### src/rtl/tdm_demux8_pkg.sv
// Shared definitions for the 8-slot TDM link: slot geometry and link state.
// Used by both the receive demux and the transmitter's slot counter.
package tdm_demux8_pkg;

  localparam int unsigned NUM_SLOTS = 8;
  localparam int unsigned SLOT_W    = 3;

  typedef enum logic {
    HUNT = 1'b0,
    LOCK = 1'b1
  } link_state_t;

endpackage : tdm_demux8_pkg

### src/rtl/tdm_demux8_if.sv
// Serial-in / parallel-out bundle of the TDM receive demux.
// The master drives the slot strobe and serial line; the slave returns the frame.
interface tdm_demux8_if;
  import tdm_demux8_pkg::*;

  logic                 en;
  logic                 sync;
  logic                 din;
  logic [NUM_SLOTS-1:0] y;
  logic                 frame_valid;
  logic                 locked;
  logic                 sync_err;

  modport master (
    output en, sync, din,
    input  y, frame_valid, locked, sync_err
  );

  modport slave (
    input  en, sync, din,
    output y, frame_valid, locked, sync_err
  );

endinterface : tdm_demux8_if

### src/rtl/tdm_demux8.sv
// Receive end of the 8-channel TDM link: hunts for the frame marker, flywheels
// over up to MISS_MAX-1 missing markers and emits one parallel word per frame.
module tdm_demux8
  import tdm_demux8_pkg::*;
#(
  parameter int unsigned MISS_MAX = 2
) (
  input logic          clk,
  input logic          rst_n,
  tdm_demux8_if.slave  link
);

  localparam logic [SLOT_W:0] MISS_LIM = (SLOT_W+1)'(MISS_MAX);

  link_state_t          state_q, state_d;
  logic [SLOT_W-1:0]    slot_q, slot_d;
  logic [NUM_SLOTS-2:0] shadow_q, shadow_d;
  logic [SLOT_W-1:0]    miss_q, miss_d;
  logic [NUM_SLOTS-1:0] y_q, y_d;
  logic                 fv_q, fv_d;
  logic                 err_q, err_d;

  logic                 wr_en;
  logic [SLOT_W-1:0]    wr_slot;
  logic [NUM_SLOTS-2:0] shadow_we;
  logic [SLOT_W:0]      miss_inc;

  // NOTE: every register here is a flop with its own reset value; non-blocking
  // assignments keep all of them updating from the same pre-edge values.
  always_ff @(posedge clk or negedge rst_n) begin
    if (!rst_n) begin
      state_q  <= HUNT;
      slot_q   <= '0;
      shadow_q <= '0;
      miss_q   <= '0;
      y_q      <= '0;
      fv_q     <= 1'b0;
      err_q    <= 1'b0;
    end else begin
      state_q  <= state_d;
      slot_q   <= slot_d;
      shadow_q <= shadow_d;
      miss_q   <= miss_d;
      y_q      <= y_d;
      fv_q     <= fv_d;
      err_q    <= err_d;
    end
  end

  assign miss_inc = {1'b0, miss_q} + 1'b1;

  // NOTE: every signal written below gets a default first, so no path through
  // the case leaves a value unassigned and no latch is inferred.
  always_comb begin
    state_d = state_q;
    slot_d  = slot_q;
    miss_d  = miss_q;
    y_d     = y_q;
    fv_d    = 1'b0;
    err_d   = 1'b0;
    wr_en   = 1'b0;
    wr_slot = slot_q;

    if (link.en) begin
      unique case (state_q)
        HUNT: begin
          if (link.sync) begin
            wr_en   = 1'b1;
            wr_slot = '0;
            slot_d  = SLOT_W'(1);
            miss_d  = '0;
            state_d = LOCK;
          end
        end
        LOCK: begin
          if (link.sync) begin
            // A marker anywhere but slot 0 realigns the frame onto itself.
            err_d   = (slot_q != '0);
            wr_en   = 1'b1;
            wr_slot = '0;
            slot_d  = SLOT_W'(1);
            miss_d  = '0;
          end else if (slot_q == '0) begin
            err_d = 1'b1;
            if (miss_inc < MISS_LIM) begin
              wr_en  = 1'b1;
              slot_d = SLOT_W'(1);
              miss_d = miss_inc[SLOT_W-1:0];
            end else begin
              state_d = HUNT;
              slot_d  = '0;
              miss_d  = '0;
            end
          end else if (slot_q == SLOT_W'(NUM_SLOTS-1)) begin
            y_d    = {link.din, shadow_q};
            fv_d   = 1'b1;
            slot_d = '0;
          end else begin
            wr_en  = 1'b1;
            slot_d = slot_q + 1'b1;
          end
        end
        default: state_d = HUNT;
      endcase
    end

    // One-hot slot decode selects the single shadow bit written this strobe.
    for (int k = 0; k < NUM_SLOTS-1; k++) begin
      shadow_we[k] = wr_en && (wr_slot == SLOT_W'(k));
    end
    shadow_d = shadow_q;
    for (int k = 0; k < NUM_SLOTS-1; k++) begin
      if (shadow_we[k]) shadow_d[k] = link.din;
    end
  end

  always_comb begin
    link.y           = y_q;
    link.frame_valid = fv_q;
    link.sync_err    = err_q;
    link.locked      = (state_q == LOCK);
  end

endmodule : tdm_demux8

### src/flat_wrapper.sv
// flat-port wrapper written by rule: the top's interface ports become plain ports
module tdm_demux8_flat import tdm_demux8_pkg::*;
#(
  parameter int unsigned MISS_MAX = 2
)
  (clk, rst_n, link_en, link_sync, link_din, link_y, link_frame_valid, link_locked, link_sync_err);
  tdm_demux8_if link_i ();
  input logic clk;
  input logic rst_n;
  input wire logic [$bits(link_i.en)-1:0] link_en;
  input wire logic [$bits(link_i.sync)-1:0] link_sync;
  input wire logic [$bits(link_i.din)-1:0] link_din;
  output wire logic [$bits(link_i.y)-1:0] link_y;
  output wire logic [$bits(link_i.frame_valid)-1:0] link_frame_valid;
  output wire logic [$bits(link_i.locked)-1:0] link_locked;
  output wire logic [$bits(link_i.sync_err)-1:0] link_sync_err;
  assign link_i.en = link_en;
  assign link_i.sync = link_sync;
  assign link_i.din = link_din;
  assign link_y = link_i.y;
  assign link_frame_valid = link_i.frame_valid;
  assign link_locked = link_i.locked;
  assign link_sync_err = link_i.sync_err;
  tdm_demux8 #(.MISS_MAX(MISS_MAX)) u_core (.clk(clk), .rst_n(rst_n), .link(link_i));
endmodule
### config.mk
export PLATFORM = sky130hd
export DESIGN_NAME = tdm_demux8_flat
export DESIGN_NICKNAME = d
export VERILOG_FILES = /design/src/rtl/tdm_demux8_pkg.sv /design/src/rtl/tdm_demux8_if.sv /design/src/rtl/tdm_demux8.sv /design/src/flat_wrapper.sv
export SDC_FILE = /design/constraint.sdc
export NUM_CORES = 1
export LEC_CHECK = 0
export ABC_CLOCK_PERIOD_IN_PS = 2500
export CORE_MARGIN = 2
export CORE_UTILIZATION = 48
export CTS_BUF_LIST = sky130_fd_sc_hd__clkbuf_4
export CTS_CLUSTER_DIAMETER = 80
export DETAILED_ROUTE_END_ITERATION = 16
export GPL_TIMING_DRIVEN = 1
export PLACE_DENSITY = 0.79
export SKIP_LAST_GASP = 1
export SLEW_MARGIN = 20
export SYNTH_ARGS = -nofsm -noshare
export SYNTH_HDL_FRONTEND = slang
export SYNTH_SLANG_ARGS = --single-unit
### constraint.sdc
create_clock -name clk -period 2.5 [get_ports clk]
set_input_delay 0.5 -clock clk [delete_from_list [all_inputs] [get_ports clk]]
set_output_delay 0.5 -clock clk [all_outputs]
set_load 0.02 [all_outputs]
==> impl_summary.txt, run 1 <==
----------------------------------------------------
[STA]
  Unrepaired setup endpoints after global routing ... no
  Setup TNS ... 0 ns
  Total count of hold-check failures in the final report ... 0
  Highest achievable clock rate ... 0.455 GHz
  Final min period ... 2.20 ns
  Pins over their slew limit ... 0
  Least-Margin Pin Slew ... roughly 0.49 ns
  Setup Skew ... 0.00324 ns
  Worst hold margin ... 0.508 ns
  Slew Limit Headroom ... 0.672
  Crit share post-route ... 0.879
  Min setup slack post-route ... ~0.30 ns
  Setup Viol. Count Final ... 0

[Die]
  Area of the die ... 2890 um2
  Initial cell density of the core ... 0.494
  Horizontal extent of the die ... 53.8 um
  Number of top-level design ports ... 16
  Total core area ... 2410 um2
  Vertical die dimension ... 53.8 um
  Core Rows ... 18

[Synth]
  Synthesized instance count ... 99
  Synth warnings ... 0
  Total nets after synthesis ... 109
  Largest cells by area after synthesis ... sky130_fd_sc_hd__dfrtp_1, sky130_fd_sc_hd__mux2_2, sky130_fd_sc_hd__ha_1
  Fraction of synthesized cell area taken by the top area cell type ... 0.505
  Cell type with the highest aggregate area in the netlist ... sky130_fd_sc_hd__dfrtp_1
  Share of the yosys chip area belonging to registers ... 0.505
  Total of flip-flops plus latches after synthesis ... 24
  Mean cell area of the mapped netlist ... 12.0 um2
  Combined area of all synthesized cells ... 1190 um2
  Cell variety after synth ... 32

[CTS]
  Number of buffers added by the clock tree synthesis step ... 3
  Maximum count of clock buffers along a single path ... 2
  Number of instances resized during post-cts repair ... 0
  # clock sinks ... 24
  Clock latency at the later pin of the worst-skew pair ... 0.32 ns
  Clk pin slew, worst setup/hold paths ... 0.13 ns
  H-tree depth reported by CTS ... 1
  TritonCTS clock tree ... built
  Clock tree root buffer cell ... sky130_fd_sc_hd__clkbuf_4
  Post-CTS setup buffers ... 0
  Count of hold buffers inserted by post-cts repair ... 0

[Run status]
  Result of the run ... complete, no violations

[Placed design]
  Worst-case setup slack after placement ... ~0.21 ns
  Post-DP Area ... around 1400 um2
  Number of input and output port buffers inserted ... 15
  DP Wirelength ... 1.52 mm
  Routability congestion estimate from global placement ... 0.788

[Power and ir drop]
  Net switching share of the total power ... 0.336
  Power density over the cells ... 998 nW/um2
  Internal portion of total power ... approximately 940 uW
  Share of power burned in registers ... 0.437
  Relative contribution of the clock network to total power ... 0.198
  Fraction of power consumed by combinational cells ... 0.365
  Net switching power figure ... roughly 480 uW
  Static Leak ... 0.000641 uW
  Worst vdd rail ir drop ... 682 uV

[Route]
  Post-route DRC violation count ... 0
  Antenna Violating Nets Remaining ... 0
  Total wire length after detailed routing ... 2.09 mm
  Post-detailed-route wirelength per cell ... 14.3 um
  Vias ... a little over 800
  Detail-routed via count per cell ... 5.65
  DRT iter0 DRCs ... 13
  Length of the first detailed-routing pass in iterations ... 4

[Global route]
  Largest net degree at the start of global routing ... 25
  Overall track demand over capacity in global routing ... 0.174
  Initial antenna violation count ... 0
  Overflow left after global routing ... 0
  Vias in the first global route ... 798
  Wire length of the first global-routing pass ... 3.56 mm

[Critical path]
  Element type at the critical path start ... flip-flop
  Req. time, crit path ... 2.72 ns
  Crit-path max FO ... 9
  Capturing element type of the critical path ... flip-flop
  Data arrival time at the worst-slack endpoint ... 2.41 ns
  Critical path class ... reg -> reg

[Layout]
  Share of layout cells above drive strength 1 ... 0.198
  Post-layout nets ... 127
  Most frequent cells in the layout ... sky130_fd_sc_hd__dfrtp_1, sky130_fd_sc_hd__clkdlybuf4s50_1, sky130_fd_sc_hd__mux2_2, sky130_fd_sc_hd__o21ai_0
  Ant diodes ... 0
  Share of the core filled with cells ... 0.589
  Area taken by multi-input logic gates ... 544 um2
  Most common cell after layout, fill and taps aside ... sky130_fd_sc_hd__dfrtp_1
  Total non-filler cell area in the finished layout ... around 1400 um2
  Synthesis-to-layout area growth ... 19.2%
  Filler instances ... 197
  Storage cell area ... 601 um2

[Job]
  Maximum capacitance violations ... 0

[Hold path]
  Min-delay worst type ... reg -> reg

----------------------------------------------------
-- per-layer routing --
metal | global-route usage | share of wire | up-vias
met5 | 0 | 0 | -
met4 | 0.0983 | 0.011 | 0
li1 | - | - | 396
met2 | 0.276 | 0.49 | 17
met3 | 0.0333 | 0.034 | 4
met1 | 0.223 | 0.47 | 408
-- Yosys cell counts --
cell,number
sky130_fd_sc_hd__nor2b_1,2
sky130_fd_sc_hd__mux2_2,11
sky130_fd_sc_hd__nor2_1,2
sky130_fd_sc_hd__o211ai_2,1
sky130_fd_sc_hd__and3_2,1
sky130_fd_sc_hd__nand3_1,1
sky130_fd_sc_hd__o21ai_0,6
sky130_fd_sc_hd__nor4_1,1
sky130_fd_sc_hd__nand2_1,5
sky130_fd_sc_hd__o211ai_1,3
sky130_fd_sc_hd__inv_1,5
sky130_fd_sc_hd__o31ai_1,1
sky130_fd_sc_hd__o21ai_1,1
sky130_fd_sc_hd__a22oi_1,1
sky130_fd_sc_hd__dfrtp_1,24
sky130_fd_sc_hd__nand2b_4,1
sky130_fd_sc_hd__a31oi_4,1
sky130_fd_sc_hd__o22ai_1,1
sky130_fd_sc_hd__buf_2,3
sky130_fd_sc_hd__a21bo_2,1
sky130_fd_sc_hd__ha_1,5
sky130_fd_sc_hd__a2bb2oi_1,1
sky130_fd_sc_hd__nand4_1,3
sky130_fd_sc_hd__a21oi_1,4
sky130_fd_sc_hd__a211o_4,1
sky130_fd_sc_hd__a22o_1,1
sky130_fd_sc_hd__and3_1,2
sky130_fd_sc_hd__mux2_1,4
sky130_fd_sc_hd__buf_6,1
sky130_fd_sc_hd__xnor2_1,1
sky130_fd_sc_hd__and3b_1,1
sky130_fd_sc_hd__nor3_1,3
-- worst max-delay path, stage by stage, from the launching register on --
cell and delay (ns):
sky130_fd_sc_hd__dfrtp_1 0.51, sky130_fd_sc_hd__inv_1 0.13, sky130_fd_sc_hd__ha_1 0.26, sky130_fd_sc_hd__nand2b_4 0.12, sky130_fd_sc_hd__ha_1 0.22, sky130_fd_sc_hd__nand4_1 0.42, sky130_fd_sc_hd__mux2_2 0.43
-- stage by stage --
stage / std cells / power (uW)
final: 146 / 1420
after global routing: 146 / 1510
after CTS: 146 / 1420
after detailed placement: 142 / 1150
after global placement: 142 / 1120
after floorplan: 99 / 979
-- cell type report --
class                   instances  share of cell area
multi-input cells              66               0.384
inverters                       5              0.0132
well taps                      30              0.0265
flip-flops and latches         24               0.423
clock buffers                   3              0.0159
repair buffers                 17               0.116
clock inverters                 1              0.0212
-- flip-flops by register name (all words and copies together) (netlist names) --
signal	count
u_core.link.y	8
u_core.miss_q	3
u_core.link.frame_valid	1
u_core.link.sync_err	1
u_core.slot_q	3
u_core.shadow_q	7
u_core.link.locked	1
-- path summary, 6_finish.rpt --
check | startpoint | end | slack [ns] | cells past startpoint
worst max-delay path | u_core.slot_q[0]$_DFFE_PN0P_ | u_core.link.y[0]$_DFFE_PN0P_ | 0.30 | 6
worst min-delay path | u_core.shadow_q[3]$_DFFE_PN0P_ | u_core.shadow_q[3]$_DFFE_PN0P_ | 0.51 | 1
worst max register to register | u_core.slot_q[0]$_DFFE_PN0P_ | u_core.link.y[0]$_DFFE_PN0P_ | 0.30 | 6
worst min register to register | u_core.shadow_q[3]$_DFFE_PN0P_ | u_core.shadow_q[3]$_DFFE_PN0P_ | 0.51 | 1
max in group asynchronous | rst_n | u_core.miss_q[2]$_DFFE_PN0P_ | 1.75 | 2
min in group asynchronous | rst_n | u_core.link.y[7]$_DFFE_PN0P_ | 0.52 | 2
-- power groups by stage --
stage,clock network [uW],registers [uW],logic [uW]
floorplan,0,640,339
global placement,0,621,498
detailed placement,0,629,516
CTS,284,620,521
global route,303,638,565
finish,280,619,517
-- cell families (layout without fill, tap and decap cells) --
kind of cell,after synthesis,count (layout),share of synthesized area
AOI/OAI and AO/OA,23,23,0.149
xor gates and xnor gates,1,1,0.00736
DFF,24,24,0.505
adders and majority gates,5,5,0.0526
buffers and inverters,9,26,0.0379
and+or+nand+nor,22,22,0.106
muxes,15,15,0.142
Note: power is estimated with default switching activity, not from simulation.
==> run 2: changes to the inputs <==
Settings changed: ABC_CLOCK_PERIOD_IN_PS 2500 to 2790, GPL_ROUTABILITY_DRIVEN set to 0.
Clock period 2.5 ns to 2.79 ns, I/O delays scaled along.
==> run 2 against run 1 <==
Sequential cell count did not move. Count of clock-buffer cells in the layout did not move. Worst setup slack improved by 0.29 ns. Wire length fell by 0.48%. Hold slack got worse by 0.0067 ns. Via count rose by 0.61%. Core utilization fell by 1.1 points. Design area fell by 1.9%. Largest cell class unchanged. Largest power group unchanged.
==> impl_summary.txt, run 2 (same netlist as run 1, synthesis figures left out) <==
----------------------------------------------------
[Run status]
  Result of the run ... complete, no violations

[Placed design]
  Number of input and output port buffers inserted ... 15 (unchanged)
  Worst-case setup slack after placement ... 0.428 ns (+0.216 ns)
  DP Wirelength ... 1.51 mm (-0.72%)
  Dpl cells ... 142 (unchanged)

[STA]
  Slew Limit Headroom ... 0.684 (+0.0124)
  Highest achievable clock rate ... 0.456 GHz (+0.16%)
  Final min period ... 2.19 ns (-0.00351 ns)
  Pins over their slew limit ... 0 (unchanged)
  Unrepaired setup endpoints after global routing ... no
  Min setup slack post-route ... 0.597 ns (+0.294 ns)
  Crit share post-route ... 0.786 (-0.0926)
  Total count of hold-check failures in the final report ... 0 (unchanged)
  Setup Viol. Count Final ... 0 (unchanged)
  Setup TNS ... 0 ns (unchanged)
  Setup Skew ... 0.00839 ns (+0.00515 ns)
  Least-Margin Pin Slew ... 0.472 ns (-0.0185 ns)

[Die]
  Initial cell density of the core ... 0.494 (unchanged)
  Core Rows ... 18 (unchanged)
  Vertical die dimension ... 53.8 um (unchanged)
  Total core area ... 2410 um2 (unchanged)
  Area of the die ... 2890 um2 (unchanged)
  Number of top-level design ports ... 16 (unchanged)
  Horizontal extent of the die ... 53.8 um (unchanged)

[Layout]
  Post-layout nets ... 127 (unchanged)
  Most common cell after layout, fill and taps aside ... sky130_fd_sc_hd__dfrtp_1
  Flip-flop count of the largest register, all copies and words added ... 8 (unchanged)
  Synthesis-to-layout area growth ... 17.0%
  Ant diodes ... 0 (unchanged)
  Most frequent cells in the layout ... sky130_fd_sc_hd__dfrtp_1, sky130_fd_sc_hd__clkdlybuf4s50_1, sky130_fd_sc_hd__mux2_2, sky130_fd_sc_hd__o21ai_0
  Share of layout cells above drive strength 1 ... 0.190 (-0.00862)
  Layout Cells excl Fill ... 146 (unchanged)

[Power and ir drop]
  Relative contribution of the clock network to total power ... 0.129 (-0.069)
  Fraction of power consumed by combinational cells ... 0.396 (+0.031)
  Static Leak ... 0.000629 uW (-2.0%)
  Net switching share of the total power ... 0.359 (+0.0232)
  Share of power burned in registers ... 0.474 (+0.037)
  Internal portion of total power ... 749 uW (-20%)
  Net switching power figure ... 419 uW (-12%)
  Worst vdd rail ir drop ... 546 uV (-20%)
  Power density over the cells ... 839 nW/um2 (-16%)

[CTS]
  Clock tree root buffer cell ... sky130_fd_sc_hd__clkbuf_4
  Number of buffers added by the clock tree synthesis step ... 3 (unchanged)
  # clock sinks ... 24 (unchanged)
  Number of instances resized during post-cts repair ... 0 (unchanged)
  Clock latency at the later pin of the worst-skew pair ... 0.31 ns (about the same)
  Clk pin slew, worst setup/hold paths ... 0.13 ns (about the same)
  H-tree depth reported by CTS ... 1 (unchanged)
  Maximum count of clock buffers along a single path ... 2 (unchanged)
  Post-CTS setup buffers ... 0 (unchanged)
  TritonCTS clock tree ... built
  Count of hold buffers inserted by post-cts repair ... 0 (unchanged)

[Critical path]
  Worst R2R End ... u_core.link.y[3]$_DFFE_PN0P_
  Number of cell instances on the worst register-to-register path ... 6 (unchanged)
  Crit Reg-Reg Startpoint ... u_core.slot_q[0]$_DFFE_PN0P_
  Req. time, crit path ... 2.99 ns (+0.27 ns)
  Data arrival time at the worst-slack endpoint ... 2.40 ns (about the same)
  Slack of the worst reg-to-reg path ... 0.60 ns (+0.29 ns)
  Critical path class ... reg -> reg
  Capturing element type of the critical path ... flip-flop
  Element type at the critical path start ... flip-flop
  Crit-path max FO ... 9 (unchanged)

[Route]
  Met2 routed WL ... 1.01 mm (-0.39%)
  Vias ... 830 (+0.61%)
  Detail-routed via count per cell ... 5.68 (+0.61%)
  Met3 wirelength from detailed routing ... 47 um (-34%)
  Length of the first detailed-routing pass in iterations ... 3 (-1)
  Total wire length after detailed routing ... 2.08 mm (-0.48%)
  Post-Route M1 WL ... 992 um (+1.1%)
  Antenna Violating Nets Remaining ... 0 (unchanged)
  Highest metal layer with signal wires ... met4
  Post-detailed-route wirelength per cell ... 14.3 um (-0.48%)
  DRT iter0 DRCs ... 11 (-2)
  Post-route DRC violation count ... 0 (unchanged)

[Hold path]
  Hold endpoint ... u_core.shadow_q[0]$_DFFE_PN0P_
  Min-delay worst type ... reg -> reg
  Beginning of the worst hold path ... u_core.shadow_q[0]$_DFFE_PN0P_
  Worst Hold Depth ... 1 (unchanged)

[Global route]
  Largest net degree at the start of global routing ... 25 (unchanged)
  Wire length of the first global-routing pass ... 3.33 mm (-6.6%)
  Overall track demand over capacity in global routing ... 0.161 (-0.0137)
  Initial antenna violation count ... 0 (unchanged)
  Vias in the first global route ... 730 (-8.5%)
  Overflow left after global routing ... 0 (unchanged)

[Job]
  Maximum capacitance violations ... 0 (unchanged)

----------------------------------------------------
run 2: cell type report:
type,count,area (um2)
clock buffer,3,22.5
tap,30,37.5
multi-input combinational,66,544
fill,208,1020
inverter,5,18.8
sequential,24,601
clock inverter,1,3.75
timing repair buffer,17,165
run 2: how the worst max path moves through the flow:
stage | cells past startpoint | end | startpoint
finish | 6 | u_core.link.y[3]$_DFFE_PN0P_ | u_core.slot_q[0]$_DFFE_PN0P_
global route | 6 | u_core.link.y[0]$_DFFE_PN0P_ | u_core.slot_q[0]$_DFFE_PN0P_
detailed placement | 5 | u_core.shadow_q[3]$_DFFE_PN0P_ | link_en
CTS | 6 | u_core.link.y[3]$_DFFE_PN0P_ | u_core.slot_q[0]$_DFFE_PN0P_
floorplan | 5 | u_core.shadow_q[0]$_DFFE_PN0P_ | u_core.miss_q[0]$_DFFE_PN0P_
global placement | 5 | u_core.shadow_q[5]$_DFFE_PN0P_ | link_en
run 2: per-stage QoR:
step	cell area [um2]	power, uW	hold slack [ns]	utilization
after global routing	1390	1240	0.517	0.578
after floorplan	1190	877	0.262	-
after global placement	1370	1010	0.475	0.567
final	1390	1170	0.502	0.578
after CTS	1390	1180	0.511	0.578
after detailed placement	1370	1020	0.482	0.567
run 2: critical path, stage by stage (launching register included):
cell,delay [ns]
sky130_fd_sc_hd__dfrtp_1,0.52
sky130_fd_sc_hd__inv_1,0.13
sky130_fd_sc_hd__ha_1,0.26
sky130_fd_sc_hd__nand2b_4,0.12
sky130_fd_sc_hd__ha_1,0.22
sky130_fd_sc_hd__nand4_1,0.40
sky130_fd_sc_hd__mux2_2,0.43
run 2: routing by layer:
metal | vias up | GRT usage
met5 | - | 0
met4 | 0 | 0.0812
met3 | 5 | 0.0250
met2 | 9 | 0.254
met1 | 412 | 0.213
li1 | 404 | -
run 2: power groups by stage:
stage | logic (uW) | clock network, uW | registers, uW
floorplan | 304 | 0 | 573
global placement | 449 | 0 | 558
detailed placement | 463 | 0 | 561
CTS | 467 | 156 | 553
global route | 507 | 167 | 565
finish | 463 | 151 | 554
==> run 3: changes to the inputs <==
Settings changed: ABC_CLOCK_PERIOD_IN_PS 2790 to 1750, PLACE_DENSITY 0.79 to 0.82.
Clock period 2.79 ns to 1.75 ns, I/O delays scaled along.
==> run 3 against run 2 <==
Register-to-register slack lost 0.75 ns. Worst setup slack got worse by 0.75 ns. First-iteration DRC count stayed put. Largest cell class is now multi-input gates. Clock skew decreased by 0.0024 ns. The run now ends with negative setup slack left. Sequential power rose by 53%. Sequential cell count did not move. Final cell count up 11%. Largest power group is now combinational logic. Clock power grew to 2.7 times the previous value.
==> impl_summary.txt, run 3 (same netlist as run 1, synthesis figures left out) <==
----------------------------------------------------
[Route]
  Detail-routed via count per cell ... 5.81 (+2.3%)
  Post-route DRC violation count ... 0 (unchanged)
  Post-detailed-route wirelength per cell ... 15.9 um (+11%)
  Antenna Violating Nets Remaining ... 0 (unchanged)
  Vias ... 942 (+13%)
  DRT iter0 DRCs ... 11 (unchanged)
  Length of the first detailed-routing pass in iterations ... 4 (+1)
  Total wire length after detailed routing ... 2.57 mm (+23%)

[Global route]
  Vias in the first global route ... 951 (+30%)
  Overall track demand over capacity in global routing ... 0.204 (+0.0431)
  Overflow left after global routing ... 0 (unchanged)
  Wire length of the first global-routing pass ... 4.20 mm (+26%)
  Initial antenna violation count ... 0 (unchanged)
  Largest net degree at the start of global routing ... 25 (unchanged)

[Power and ir drop]
  Static Leak ... 0.000727 uW (+16%)
  Power density over the cells ... 1430 nW/um2 (+71%)
  Worst vdd rail ir drop ... 707 uV (+30%)

[Layout]
  Share of layout cells above drive strength 1 ... 0.364 (+0.174)
  Layout Cells excl Fill ... 162 (+11%)
  Synthesis-to-layout area growth ... 35.8%
  Most frequent cells in the layout ... sky130_fd_sc_hd__dfrtp_1, sky130_fd_sc_hd__buf_4, sky130_fd_sc_hd__clkdlybuf4s50_1, sky130_fd_sc_hd__mux2_2, sky130_fd_sc_hd__nand2_1
  Total non-filler cell area in the finished layout ... 1620 um2 (+16%)
  Flip-flop count of the largest register, all copies and words added ... 8 (unchanged)
  Most common cell after layout, fill and taps aside ... sky130_fd_sc_hd__dfrtp_1
  Post-layout nets ... 143 (+13%)
  Ant diodes ... 0 (unchanged)
  Share of the core filled with cells ... 0.670 (+0.0924)

[Run status]
  Violations in the final reports ... negative setup slack
  Result of the run ... finished with violations

[STA]
  Min setup slack post-route ... -0.153 ns (-0.750 ns)
  Crit share post-route ... 1.09 (+0.301)
  Unrepaired setup endpoints after global routing ... yes
  Setup Skew ... 0.00602 ns (-0.00237 ns)
  Total count of hold-check failures in the final report ... 0 (unchanged)
  Final min period ... 1.90 ns (-0.290 ns)
  Highest achievable clock rate ... 0.525 GHz (+15%)
  Slew Limit Headroom ... 0.799 (+0.115)
  Pins over their slew limit ... 0 (unchanged)
  Setup Viol. Count Final ... 4 (+4)
  Least-Margin Pin Slew ... 0.300 ns (-0.172 ns)

[CTS]
  Clock latency at the later pin of the worst-skew pair ... 0.33 ns (+0.02 ns)
  TritonCTS clock tree ... built
  Clock tree root buffer cell ... sky130_fd_sc_hd__clkbuf_4
  Post-CTS setup buffers ... 0 (unchanged)
  Maximum count of clock buffers along a single path ... 2 (unchanged)
  # clock sinks ... 24 (unchanged)
  Clk pin slew, worst setup/hold paths ... 0.14 ns (about the same)
  H-tree depth reported by CTS ... 1 (unchanged)
  Number of buffers added by the clock tree synthesis step ... 3 (unchanged)

[Critical path]
  Req. time, crit path ... 1.98 ns (-1.01 ns)
  Capturing element type of the critical path ... flip-flop
  Maximum cell stage delay along the critical path ... 0.44 ns (-0.08 ns)
  Critical Path Stages ... 5 (-1)
  CP top delay family ... compound AO/OA/AOI/OAI gates
  Element type at the critical path start ... flip-flop
  Crit-path max FO ... 5 (-4)
  Worst path cell trace ... ha_4 > and3b_1 > a211o_4 > o211ai_1 > mux2_1
  Worst path slowest cell ... sky130_fd_sc_hd__dfrtp_1
  Critical path class ... reg -> reg
  Number of buffer and inverter instances along the worst setup path ... 0 (-1)
  Number of cell instances on the worst register-to-register path ... 5 (-1)
  Data arrival time at the worst-slack endpoint ... 2.13 ns (-0.27 ns)

[Hold path]
  Min-delay worst type ... in -> async

[Job]
  Maximum capacitance violations ... 0 (unchanged)

[Die]
  Horizontal extent of the die ... 53.8 um (unchanged)
  Vertical die dimension ... 53.8 um (unchanged)
  Core Rows ... 18 (unchanged)
  Initial cell density of the core ... 0.494 (unchanged)
  Total core area ... 2410 um2 (unchanged)
  Number of top-level design ports ... 16 (unchanged)
  Area of the die ... 2890 um2 (unchanged)

[Placed design]
  Number of input and output port buffers inserted ... 15 (unchanged)
  DP Wirelength ... 1.87 mm (+23%)
  Post-DP Area ... 1530 um2 (+12%)
  Dpl cells ... 158 (+11%)

----------------------------------------------------
-- run 3: worst paths after layout --
kind	endpoint	startpoint	slack, ns
hold reg to reg	u_core.shadow_q[2]$_DFFE_PN0P_	u_core.shadow_q[2]$_DFFE_PN0P_	0.51
setup reg to reg	u_core.shadow_q[2]$_DFFE_PN0P_	u_core.miss_q[0]$_DFFE_PN0P_	-0.15
setup / recovery	u_core.shadow_q[2]$_DFFE_PN0P_	u_core.miss_q[0]$_DFFE_PN0P_	-0.15
max in group asynchronous	u_core.slot_q[0]$_DFFE_PN0P_	rst_n	1.11
min in group clk	u_core.shadow_q[2]$_DFFE_PN0P_	u_core.shadow_q[2]$_DFFE_PN0P_	0.51
hold / removal	u_core.shadow_q[5]$_DFFE_PN0P_	rst_n	0.38
-- run 3: final cells by class --
class	count	area, um2
timing repair buffer	33	300
multi-input combinational	66	604
tap	30	37.5
inverter	5	18.8
fill	172	795
clock buffer	3	22.5
clock inverter	1	30.0
sequential	24	602
-- run 3: what timing repair did --
action,in CTS,in global routing
pin swaps,3,5
resized for setup,0,9
hold buffers,0,0
setup endpoints to repair,4,17
-- run 3: per-layer routing --
metal,track usage,up-vias,share of wire
met5,0,-,0
met1,0.257,482,0.43
li1,-,426,-
met2,0.333,25,0.50
met3,0.0222,9,0.036
met4,0.124,0,0.033
-- run 3: where the power goes --
part / switching [uW] / internal, uW / total, uW
combinational: 502 / 560 / 1060
sequential: 113 / 733 / 846
clock: 176 / 232 / 408
-- run 3: stage by stage --
step,total power (uW),hold WS (ns),TNS [ns],setup slack (ns)
final,2320,0.383,-0.493,-0.153
after global routing,2460,0.387,-0.694,-0.203
after CTS,2240,0.384,-0.490,-0.154
after detailed placement,1830,0.481,-3.17,-0.229
after global placement,1770,0.475,-2.25,-0.164
after floorplan,1430,0.0544,-0.281,-0.0807
-- run 3: worst register-to-register path: stages, from the launching register on --
cell                       delay [ns]
sky130_fd_sc_hd__dfrtp_1         0.44
sky130_fd_sc_hd__ha_4            0.28
sky130_fd_sc_hd__and3b_1         0.18
sky130_fd_sc_hd__a211o_4         0.35
sky130_fd_sc_hd__o211ai_1        0.23
sky130_fd_sc_hd__mux2_1          0.34
